===== src/rtl/result_acc_pkg.sv =====
// Shared types and default widths for the result accumulator slice.
package result_acc_pkg;

    typedef enum logic [0:0] {
        ACCUM = 1'b0,
        HOLD  = 1'b1
    } state_t;

    localparam int unsigned CNT_W      = 4;
    localparam int unsigned DEF_SUM_W  = 9;
    localparam int unsigned DEF_PROD_W = 16;
    localparam int unsigned DEF_ACC_W  = 24;

endpackage


===== src/rtl/result_accumulator_if.sv =====
// Input beat stream and output summary channel of the result accumulator.
interface result_accumulator_if
    import result_acc_pkg::*;
#(
    parameter int unsigned SUM_W  = DEF_SUM_W,
    parameter int unsigned PROD_W = DEF_PROD_W,
    parameter int unsigned ACC_W  = DEF_ACC_W
) ();

    logic              in_valid;
    logic              in_ready;
    logic [SUM_W-1:0]  in_sum;
    logic [PROD_W-1:0] in_prod;
    logic              out_valid;
    logic              out_ready;
    logic [ACC_W-1:0]  out_sum_acc;
    logic [ACC_W-1:0]  out_prod_acc;
    logic [CNT_W-1:0]  out_count;
    logic              out_sat;
    logic [PROD_W-1:0] out_prod_max;

    modport master (
        output in_valid, in_sum, in_prod, out_ready,
        input  in_ready, out_valid, out_sum_acc, out_prod_acc,
               out_count, out_sat, out_prod_max
    );

    modport slave (
        input  in_valid, in_sum, in_prod, out_ready,
        output in_ready, out_valid, out_sum_acc, out_prod_acc,
               out_count, out_sat, out_prod_max
    );

endinterface


===== src/rtl/result_accumulator_sat_add.sv =====
// Saturating adder: zero-extends the operand and clamps to all-ones on carry.
module sat_add #(
    parameter int unsigned W  = 24,
    parameter int unsigned OW = 16
) (
    input  logic [W-1:0]  acc,
    input  logic [OW-1:0] opnd,
    output logic [W-1:0]  result,
    output logic          overflow
);

    logic [W:0] wide;

    assign wide     = {1'b0, acc} + (W+1)'(opnd);
    assign overflow = wide[W];
    assign result   = wide[W] ? '1 : wide[W-1:0];

endmodule


===== src/rtl/result_accumulator.sv =====
// Batches {sum, product} beats into one held summary record per BATCH beats.
// Optional product-max tracking is built when RESULT_ACC_MINMAX_EN is defined.
module result_accumulator
    import result_acc_pkg::*;
#(
    parameter int unsigned SUM_W  = DEF_SUM_W,
    parameter int unsigned PROD_W = DEF_PROD_W,
    parameter int unsigned ACC_W  = DEF_ACC_W,
    parameter int unsigned BATCH  = 4
) (
    input  logic                 clk,
    input  logic                 rst_n,
    input  logic                 clear,
    result_accumulator_if.slave  bus
);

    state_t           state, state_nxt;
    logic [ACC_W-1:0] sum_acc, prod_acc, sum_nxt, prod_nxt;
    logic [CNT_W-1:0] count;
    logic             sat, sum_ovf, prod_ovf;
    logic             accept, emit, last_beat;

    assign bus.in_ready  = (state == ACCUM);
    assign bus.out_valid = (state == HOLD);
    assign accept        = bus.in_ready && bus.in_valid;
    assign emit          = bus.out_valid && bus.out_ready;
    assign last_beat     = (count == CNT_W'(BATCH - 1));

    sat_add #(.W(ACC_W), .OW(SUM_W)) u_sum_add (
        .acc      (sum_acc),
        .opnd     (bus.in_sum),
        .result   (sum_nxt),
        .overflow (sum_ovf)
    );

    sat_add #(.W(ACC_W), .OW(PROD_W)) u_prod_add (
        .acc      (prod_acc),
        .opnd     (bus.in_prod),
        .result   (prod_nxt),
        .overflow (prod_ovf)
    );

    always_ff @(posedge clk or negedge rst_n) begin
        if (!rst_n) state <= ACCUM;
        else        state <= state_nxt;
    end

    always_comb begin
        state_nxt = state;
        case (state)
            ACCUM:   if (accept && last_beat) state_nxt = HOLD;
            HOLD:    if (emit) state_nxt = ACCUM;
            default: state_nxt = ACCUM;
        endcase
        // clear wins over any same-cycle beat or summary handoff
        if (clear) state_nxt = ACCUM;
    end

    always_ff @(posedge clk or negedge rst_n) begin
        if (!rst_n) begin
            sum_acc  <= '0;
            prod_acc <= '0;
            count    <= '0;
            sat      <= 1'b0;
        end else if (clear || emit) begin
            sum_acc  <= '0;
            prod_acc <= '0;
            count    <= '0;
            sat      <= 1'b0;
        end else if (accept) begin
            sum_acc  <= sum_nxt;
            prod_acc <= prod_nxt;
            count    <= count + 1'b1;
            sat      <= sat | sum_ovf | prod_ovf;
        end
    end

`ifdef RESULT_ACC_MINMAX_EN
    logic [PROD_W-1:0] prod_max;

    always_ff @(posedge clk or negedge rst_n) begin
        if (!rst_n)
            prod_max <= '0;
        else if (clear || emit)
            prod_max <= '0;
        else if (accept && (bus.in_prod > prod_max))
            prod_max <= bus.in_prod;
    end

    assign bus.out_prod_max = prod_max;
`else
    assign bus.out_prod_max = '0;
`endif

    assign bus.out_sum_acc  = sum_acc;
    assign bus.out_prod_acc = prod_acc;
    assign bus.out_count    = count;
    assign bus.out_sat      = sat;

endmodule


===== src/flat_wrapper.sv =====
// flat-port wrapper written by rule: the top's interface ports become plain ports
module result_accumulator_flat import result_acc_pkg::*;
#(
    parameter int unsigned SUM_W  = DEF_SUM_W,
    parameter int unsigned PROD_W = DEF_PROD_W,
    parameter int unsigned ACC_W  = DEF_ACC_W,
    parameter int unsigned BATCH  = 4
)
  (clk, rst_n, clear, bus_in_valid, bus_in_sum, bus_in_prod, bus_out_ready, bus_in_ready, bus_out_valid, bus_out_sum_acc, bus_out_prod_acc, bus_out_count, bus_out_sat, bus_out_prod_max);
  result_accumulator_if #(.SUM_W(SUM_W), .PROD_W(PROD_W), .ACC_W(ACC_W)) bus_i ();
  input  logic clk;
  input  logic rst_n;
  input  logic clear;
  input wire logic [$bits(bus_i.in_valid)-1:0] bus_in_valid;
  input wire logic [$bits(bus_i.in_sum)-1:0] bus_in_sum;
  input wire logic [$bits(bus_i.in_prod)-1:0] bus_in_prod;
  input wire logic [$bits(bus_i.out_ready)-1:0] bus_out_ready;
  output wire logic [$bits(bus_i.in_ready)-1:0] bus_in_ready;
  output wire logic [$bits(bus_i.out_valid)-1:0] bus_out_valid;
  output wire logic [$bits(bus_i.out_sum_acc)-1:0] bus_out_sum_acc;
  output wire logic [$bits(bus_i.out_prod_acc)-1:0] bus_out_prod_acc;
  output wire logic [$bits(bus_i.out_count)-1:0] bus_out_count;
  output wire logic [$bits(bus_i.out_sat)-1:0] bus_out_sat;
  output wire logic [$bits(bus_i.out_prod_max)-1:0] bus_out_prod_max;
  assign bus_i.in_valid = bus_in_valid;
  assign bus_i.in_sum = bus_in_sum;
  assign bus_i.in_prod = bus_in_prod;
  assign bus_i.out_ready = bus_out_ready;
  assign bus_in_ready = bus_i.in_ready;
  assign bus_out_valid = bus_i.out_valid;
  assign bus_out_sum_acc = bus_i.out_sum_acc;
  assign bus_out_prod_acc = bus_i.out_prod_acc;
  assign bus_out_count = bus_i.out_count;
  assign bus_out_sat = bus_i.out_sat;
  assign bus_out_prod_max = bus_i.out_prod_max;
  result_accumulator #(.SUM_W(SUM_W), .PROD_W(PROD_W), .ACC_W(ACC_W), .BATCH(BATCH)) u_core (.clk(clk), .rst_n(rst_n), .clear(clear), .bus(bus_i));
endmodule

===== config.mk =====
export PLATFORM = sky130hd
export DESIGN_NAME = result_accumulator_flat
export DESIGN_NICKNAME = d
export VERILOG_FILES = /design/src/rtl/result_acc_pkg.sv /design/src/rtl/result_accumulator_if.sv /design/src/rtl/result_accumulator_sat_add.sv /design/src/rtl/result_accumulator.sv /design/src/flat_wrapper.sv
export SDC_FILE = /design/constraint.sdc
export NUM_CORES = 1
export LEC_CHECK = 0
export CAP_MARGIN = 5
export CORE_ASPECT_RATIO = 1.4
export CORE_MARGIN = 2
export CORE_UTILIZATION = 51
export DETAILED_ROUTE_END_ITERATION = 10
export HOLD_SLACK_MARGIN = 0.1
export PLACE_DENSITY = 0.93
export SLEW_MARGIN = 5
export SYNTH_ARGS = -nofsm -noshare
export SYNTH_HDL_FRONTEND = slang
export SYNTH_SLANG_ARGS = --single-unit

===== constraint.sdc =====
create_clock -name clk -period 3.1 [get_ports clk]
set_input_delay 0.775 -clock clk [delete_from_list [all_inputs] [get_ports clk]]
set_output_delay 0.775 -clock clk [all_outputs]
set_load 0.1 [all_outputs]

==> results.yml <==
synth:
  async_reset_ff_share_pct: 100
  synth_edf_count: 0
  yosys_warnings: 0
  avgSynthCellArea_um2: 8.55
  synth_area_um2: 4210
  synth-seq-cells: 54
  synth_cells: 492
  synth_cell_types: 69
  synthFlopType: "dfrtp_1"
  seq_area_frac_synth_pct: 32.1
worst_setup_path:
  r2r_end: "u_core.bus.out_prod_acc[18]"
  critPathCapture: "u_core.bus.out_prod_acc[18]"
  r2r_setup_slack_ns: 0.59
  arrival_ns: 3.15
  r2r-start: "u_core.bus.out_prod_acc[0]"
  cp-startpoint: "bus_in_prod[0]"
  r2r_cells: 8
  startpoint_type: "input port"
  cp.required_ns: 3.28
  critical_path_class: "input port to flip-flop"
  end_kind: "flip-flop"
  cp_max_fo: 5
grt:
  grt_overflow: 0
  grtUsageTotal_pct: 26.9
  grt_pass1_vias: 4210
  grt_pass1_wl_um: 19600
  antenna_found_initial: 0
  grt_max_degree: 28
timing:
  slew_violations: 0
  fin_crit_ns: 2.97
  clock.fmax_ghz: 0.336
  setup_slack_ns: 0.128
  setup_viol: 0
  slew-limit-headroom_pct: 58.4
  finalHoldViolations: 0
  rsz0062_at_grt: "false"
  post-route-period-util_pct: 95.9
  skew_ns: 0.00873
  whs_ns: 0.487
  tightest_slew_ns: 0.624
cells_and_area:
  syn_to_final_growth_pct: 26.8
  layout-drive-gt1-share_pct: 21.0
  n_antenna_cell: 0
  final_nets: 657
floorplan:
  core_area_um2: 8100
  chipWidth_um: 80.8
  dieArea_um2: 9000
  io_pins: 101
  rows: 39
  initial_core_util_pct: 51.9
  die_h_um: 111
detailed_routing:
  postRouteAntennaNets: 0
  vias: 4284
  drcViolationCount: 0
  highest_layer: "met4"
  wl_met2_um: 6370
  finalWirelength_um: 12000
  first_pass_iters: 5
  drt-vias-per-instance: 6.10
  wl_met3_um: 706
  wl_per_cell_um: 17.2
  wl_met1_um: 4600
  drtIter0Drc: 212
cts:
  htreeDepth: 2
  clk_path_buf_depth: 2
  cts_tree: "done"
  clock_sinks: 54
  clockRootBuffer: "clkbuf_16"
  clk_latency_ns: 0.29
  cts_made_buffers: 5
  clkTransAtPathRegs_ns: 0.08
placement:
  port-buffer-count: 84
  gp_congestion: 0.913
  place_ws_ns: -0.247
  post-dp-hpwl_um: 8820
run_status:
  status: "finished clean"
pwr:
  pwr_density_cell_nw_per_um2: 494
  p_leak_uw: 0.00262
  power_uw: 2630
  max-vdd-ir-drop_mv: 0.347
flow_run:
  drv_cap: 0
hold_path:
  hold_path.class: "input port to async pin"
-- Yosys cell counts, types with 9 or more instances --
cell | instances | area share, %
inv_1 | 12 | 1.1
a21oi_1 | 34 | 4.0
nand3_1 | 14 | 1.7
a21o_1 | 17 | 3.0
buf_4 | 16 | 2.9
o21ai_0 | 43 | 5.1
ha_1 | 26 | 7.7
nor3_1 | 14 | 1.7
dfrtp_1 | 54 | 32
nand2_1 | 63 | 5.6
a211oi_1 | 9 | 1.6
and3_1 | 9 | 1.3
nor2_1 | 31 | 2.8
clkbuf_1 | 11 | 0.98
-- worst max-delay path: stages --
cell and delay, ns:
clkdlybuf4s50_1 0.41, ha_1 0.21, fa_1 0.40, a211oi_2 0.30, o21ai_2 0.13, nand4_2 0.20
a311oi_2 0.18, a41o_1 0.25, a221o_1 0.30
-- final cells by class --
cell class | instances | area [µm²]
inverters | 12 | 45.0
flip-flops and latches | 54 | 1350
clock inverters | 2 | 16.3
multi-input cells | 404 | 2660
well taps | 102 | 128
repair buffers | 122 | 996
clock buffers | 6 | 139
fillers | 687 | 2770
-- kinds of logic after synthesis --
kind of cell	count (synthesis)	synth area share [%]
buf+inv	49	6.54
other cells	1	0.0891
simple gates	164	18.7
compound gates	174	28.9
mux	6	1.64
flops	54	32.1
xor+xnor	16	3.33
fa+ha+maj	28	8.69
-- what timing repair did --
item,in CTS,in global routing
buffers inserted,0,0
endpoints found under the setup margin,0,14
hold buffers,0,0
gates resized for setup,0,2
-- cell usage in the layout (no fill, tap or decap), types with 6 or more instances in the layout --
| cell type | count |
|---|---|
| o21ai_0 | 43 |
| ha_1 | 26 |
| and3_1 | 9 |
| inv_1 | 12 |
| a22o_1 | 7 |
| nor2_1 | 29 |
| nand2_1 | 63 |
| nor3_1 | 14 |
| a211oi_1 | 8 |
| a21o_1 | 17 |
| xor2_1 | 8 |
| nand3_1 | 14 |
| o21bai_1 | 6 |
| xnor2_1 | 8 |
| conb_1 | 16 |
| clkdlybuf4s50_1 | 28 |
| a21oi_1 | 34 |
| dfrtp_1 | 54 |
| buf_4 | 92 |
-- registers in the layout, summed over array words and instances (netlist names) --
| signal | cells |
|---|---|
| u_core.bus.out_sum_acc | 24 |
| u_core.bus.out_prod_acc | 24 |
| u_core.bus.out_count | 4 |
| u_core.bus.out_sat | 1 |
| u_core.bus.out_valid | 1 |
-- routing by layer --
metal  up-vias  GRT usage, %
met5         -             0
li1       2005             -
met4         0          11.6
met3        34          3.08
met2       208          48.5
met1      2037          31.3
-- through the flow --
| step | util (%) | TNS [ns] | instances | cell area (µm²) |
|---|---|---|---|---|
| 5_1_grt | 65.8 | 0 | 702 | 5330 |
| 6_report | 65.8 | 0 | 702 | 5330 |
| 3_3_place_gp | 63.7 | -1.83 | 694 | 5160 |
| 2_1_floorplan | - | 0 | 507 | 4260 |
| 4_1_cts | 65.6 | 0 | 702 | 5320 |
| 3_5_place_dp | 63.7 | -3.68 | 694 | 5160 |
-- worst min-delay path by stage --
stage                           endpoint  slack [ns]  depth (start not counted)
5_1_grt        u_core.bus.out_sum_acc[8]        0.52                          1
2_1_floorplan    u_core.bus.out_count[0]        0.48                          0
6_report       u_core.bus.out_sum_acc[8]        0.49                          1
4_1_cts        u_core.bus.out_sum_acc[6]        0.51                          1
3_3_place_gp          u_core.bus.out_sat        0.48                          2
3_5_place_dp   u_core.bus.out_sum_acc[0]        0.50                          2
-- power by group --
group | internal, µW | switching (µW) | total, µW
registers | 752 | 48.9 | 801
clock network | 326 | 278 | 604
logic | 367 | 861 | 1230
total | 1450 | 1190 | 2630
Note: power is estimated with default switching activity, not from simulation.
